**config.mk**
```make
export PLATFORM = sky130hd
export DESIGN_NAME = dm_arb
export DESIGN_NICKNAME = d
export VERILOG_FILES = /design/src/rtl/dm_arb.sv
export SDC_FILE = /design/constraint.sdc
export NUM_CORES = 1
export LEC_CHECK = 0
export CORE_AREA = 2 2 109 111
export DETAILED_ROUTE_END_ITERATION = 8
export DIE_AREA = 0 0 111 113
export PLACE_DENSITY = 0.64
export RECOVER_POWER = 25
export REMOVE_ABC_BUFFERS = 1
export SETUP_SLACK_MARGIN = 0.1
export SYNTH_ARGS = -nofsm -noshare
export SYNTH_HDL_FRONTEND = slang
export SYNTH_SLANG_ARGS = --single-unit
export TNS_END_PERCENT = 30
```
**constraint.sdc**
```tcl
create_clock -name clk -period 2 [get_ports clk]
set_input_delay 0.3 -clock clk [delete_from_list [all_inputs] [get_ports clk]]
set_output_delay 0.3 -clock clk [all_outputs]
set_load 0.05 [all_outputs]
```
**src/rtl/dm_arb.sv**
```systemverilog
// Two-port (CPU / debug) round-robin arbiter in front of a single-port word memory.
// Each accepted request gets one memory command cycle, and loads get one extra response cycle.
module dm_arb #(
  parameter int unsigned AW = 8
) (
  input  logic          clk,
  input  logic          rst,
  input  logic          c_req,
  input  logic          c_we,
  input  logic [31:0]   c_addr,
  input  logic [31:0]   c_wdata,
  output logic          c_gnt,
  output logic          c_rvalid,
  output logic [31:0]   c_rdata,
  input  logic          d_req,
  input  logic          d_we,
  input  logic [31:0]   d_addr,
  input  logic [31:0]   d_wdata,
  output logic          d_gnt,
  output logic          d_rvalid,
  output logic [31:0]   d_rdata,
  output logic          m_en,
  output logic          m_we,
  output logic [AW-1:0] m_addr,
  output logic [31:0]   m_wdata,
  input  logic [31:0]   m_rdata,
  output logic          misalign
);

  localparam int unsigned DW = 32;

  typedef enum logic [1:0] {IDLE, ACC, RESP} state_t;

  state_t        state;
  logic          owner;       // 1 = debug port owns the current access
  logic          last_owner;  // 1 = debug port was served last
  logic          pick_d;
  logic          sel_we;
  logic [DW-1:0] sel_addr;
  logic [DW-1:0] sel_wdata;
  logic          unused_addr_bits;

  // Debug wins when alone, or on a tie when the CPU was served last.
  always_comb begin
    pick_d    = d_req && (!c_req || !last_owner);
    sel_we    = pick_d ? d_we    : c_we;
    sel_addr  = pick_d ? d_addr  : c_addr;
    sel_wdata = pick_d ? d_wdata : c_wdata;
  end

  // High address bits are deliberately dropped so accesses wrap modulo the memory depth.
  assign unused_addr_bits = ^sel_addr[DW-1:AW+2];

  always_ff @(posedge clk or posedge rst) begin
    if (rst) begin
      state      <= IDLE;
      owner      <= 1'b0;
      last_owner <= 1'b1;
      m_en       <= 1'b0;
      m_we       <= 1'b0;
      m_addr     <= '0;
      m_wdata    <= '0;
      c_gnt      <= 1'b0;
      d_gnt      <= 1'b0;
      c_rvalid   <= 1'b0;
      d_rvalid   <= 1'b0;
      misalign   <= 1'b0;
    end else begin
      case (state)
        IDLE: begin
          if (c_req || d_req) begin
            owner      <= pick_d;
            last_owner <= pick_d;
            m_en       <= 1'b1;
            m_we       <= sel_we;
            m_addr     <= sel_addr[AW+1:2];
            m_wdata    <= sel_wdata;
            c_gnt      <= !pick_d;
            d_gnt      <= pick_d;
            if (sel_addr[1:0] != 2'b00) misalign <= 1'b1;
            state      <= ACC;
          end
        end
        ACC: begin
          m_en    <= 1'b0;
          m_we    <= 1'b0;
          m_addr  <= '0;
          m_wdata <= '0;
          c_gnt   <= 1'b0;
          d_gnt   <= 1'b0;
          if (m_we) begin
            state <= IDLE;
          end else begin
            c_rvalid <= !owner;
            d_rvalid <= owner;
            state    <= RESP;
          end
        end
        RESP: begin
          c_rvalid <= 1'b0;
          d_rvalid <= 1'b0;
          state    <= IDLE;
        end
        default: state <= IDLE;
      endcase
    end
  end

  // Load data is forwarded straight from memory during the response cycle only.
  assign c_rdata = c_rvalid ? m_rdata : '0;
  assign d_rdata = d_rvalid ? m_rdata : '0;

endmodule
```
==> flow_metrics.py <==
metrics = {
    "layout": {
        "multi_input_comb_area_um2": 1260,
        "final_util": 0.531,
        "n_antenna_cell": 0,
        "nNetsFinal": 646,
        "ff_latch_area_um2": 1280,
        "fillers": 1031,
        "layout_commonest_cell": "clkdlybuf4s50_1",
        "area_growth_pct": 123,
        "mostFrequentLayoutCells": "clkdlybuf4s50_1 (164), buf_12 (67), and2_1 (64), dfrtp_1 (50), and3_1 (41)",
        "drive_above_1_share": 0.189,
        "postLayoutCellArea_um2": 5980,
    },
    "floorplanning": {
        "die_area_um2": 12500,
        "start_util": 0.238,
        "rows": 39,
        "core_um2": 11300,
        "die_w_um": 111,
        "die_y_um": 113,
        "ioPinCount": 277,
    },
    "setup_path": {
        "cp.required_ns": 1.70,
        "path_class": "flip-flop to output port",
        "worstSetupEndpointType": "output port",
        "path_buf_inv": 1,
        "r2r-end": "m_wdata[27]",
        "worstSetupStartpointType": "flip-flop",
        "cp_max_fo": 2,
        "worst-endpoint-arrival_ns": 1.52,
        "max_stage_delay_ns": 0.83,
        "crit_chain": "clkdlybuf4s50_1",
        "r2r_start": "state[1]",
        "cp_top_family": "buffers and inverters",
        "reg2reg_depth": 3,
        "worst_path_max_delay_cell": "clkdlybuf4s50_1",
        "r2r_setup_slack_ns": 0.48,
    },
    "timing": {
        "finalSetupViolations": 0,
        "finClkSkew_ns": 0.00493,
        "fin_ws_ns": 0.177,
        "hold_viol": 0,
        "min_period_ns": 1.82,
        "clock.fmax_mhz": 549,
        "relSlewSlack": 0.394,
        "fin_setup_tns_ns": 0,
        "rsz0062_at_grt": "no",
        "fin_crit_sh": 0.912,
        "worst_pin_slew_ns": 0.907,
        "slew_viol_final": 0,
    },
    "power_and_ir_drop": {
        "clkPwrFrac": 0.103,
        "cellLeakagePower_nw": 2.63,
        "p_int_mw": 4.47,
        "netSwitchingPower_mw": 4.15,
        "pwr-share-seq": 0.201,
        "fin_total_pwr_mw": 8.62,
        "p_comb_frac": 0.696,
        "p_per_area_nw_per_um2": 1440,
        "swShare": 0.481,
        "ir_drop_mv": 0.619,
    },
    "clock_network": {
        "clock_path_buffers": 2,
        "cts_made_buffers": 5,
        "hold_buffers": 0,
        "post_cts_buffers": 0,
        "cts_num_sinks": 51,
        "root_buffer": "clkbuf_16",
        "clk_latency_ns": 0.29,
        "htree_levels": 2,
        "path_clk_slew_ns": 0.06,
        "postCtsResizedCells": 0,
        "cts_tree": "done",
    },
    "grt": {
        "antenna_found_initial": 0,
        "grt_pass1_vias": 3024,
        "grt_max_degree": 45,
        "grt_pass1_wl_um": 16700,
        "gr-total-overflow": 0,
        "grt_usage": 0.168,
    },
    "place": {
        "place_ws_ns": 0.0899,
        "io_buffers": 232,
        "place.gp.congestion": 0.877,
        "hpwl_um": 8630,
        "place_area_um2": 5830,
    },
    "route": {
        "dr.pass1.iters": 4,
        "avgViaCountPerCell": 4.70,
        "drtIter0Drc": 136,
        "ant_nets": 0,
        "remaining_drc_errors": 0,
        "wirelength_um": 10800,
        "vias": 2933,
        "wl_per_cell_um": 17.2,
    },
    "synthesis": {
        "synth_warnings": 0,
        "synth_edf_count": 0,
        "syn_area_um2": 2690,
        "ys_seq_area_frac": 0.476,
        "synth_seq_cells": 51,
        "synth_area_per_cell_um2": 10.6,
        "synth.distinct_cells": 30,
        "synthFlopType": "dfrtp_1",
        "synthCells": 254,
        "synthArstFlopShare": 1.00,
    },
    "hold_path": {
        "holdPathStages": 2,
        "hold_start": "d_gnt",
        "holdCritPathClass": "flip-flop to flip-flop",
        "min_delay_worst_endpoint": "d_gnt",
    },
    "status": {
        "outcome": "finished clean",
    },
    "flow_run": {
        "max_cap_viol_count": 0,
    },
}
how the worst max path moves through the flow:
stage,start,endpoint,cells after the start
2_1_floorplan,d_req,m_wdata[27],3
3_3_place_gp,c_req,m_wdata[27],5
3_5_place_dp,c_req,m_wdata[27],5
4_1_cts,m_we,m_we,1
5_1_grt,rst,m_wdata[16],3
6_report,m_wdata[10],m_wdata[10],1
final cells by class:
cell class	instances	share of cell area
inverters	6	0.00377
well taps	143	0.0299
multi-input cells	173	0.212
repair buffers	243	0.515
clock buffers	8	0.0262
flip-flops and latches	51	0.214
Yosys cell counts (2+ instances only):
library cell | instances | area [um^2]
clkbuf_1 | 12 | 45.0
o21ai_0 | 4 | 20.0
buf_2 | 6 | 30.0
and2_1 | 64 | 400
nor3_1 | 2 | 10.0
and3_1 | 41 | 257
a22oi_1 | 2 | 15.0
a221o_1 | 40 | 400
o2bb2ai_1 | 2 | 17.5
dfrtp_1 | 50 | 1250
buf_6 | 4 | 45.0
a21oi_1 | 2 | 10.0
nand2_1 | 2 | 7.51
inv_1 | 5 | 18.8
nor2_1 | 3 | 11.3
logic make-up (layout without fill, tap and decap cells):
kind of cell,count (synthesis),in the layout,share of synthesized area
and+or+nand+nor,117,117,0.267
AOI/OAI and AO/OA,56,56,0.200
DFF,51,51,0.476
buffers and inverters,30,257,0.0578
layer usage:
layer / wire, um / global-route usage
met5: 0 / 0
met4: 138 / 0.0400
met3: 846 / 0.0434
met2: 5550 / 0.320
met1: 4230 / 0.186
sequential cells by signal (all words and copies together), names as in the netlist:
signal and cells:
m_wdata 32, m_addr 8, state 2, c_gnt 1, c_rvalid 1, d_gnt 1
d_rvalid 1, last_owner 1, m_en 1, m_we 1, misalign 1, owner 1
power by group through the flow:
stage	logic (mW)	clock network (mW)	registers, mW
after floorplan	1.96	0	3.02
after global placement	6.00	0	1.73
after detailed placement	6.06	0	1.74
after CTS	6.06	0.918	1.74
after global routing	6.25	0.962	1.80
final	6.00	0.887	1.74
metrics by stage:
stage / std cells / hold slack, ns
after detailed placement: 616 / 0.500
final: 624 / 0.511
after global routing: 624 / 0.527
after CTS: 624 / 0.405
after floorplan: 230 / 0.445
after global placement: 616 / 0.494
(Power assumes the default switching activity.)
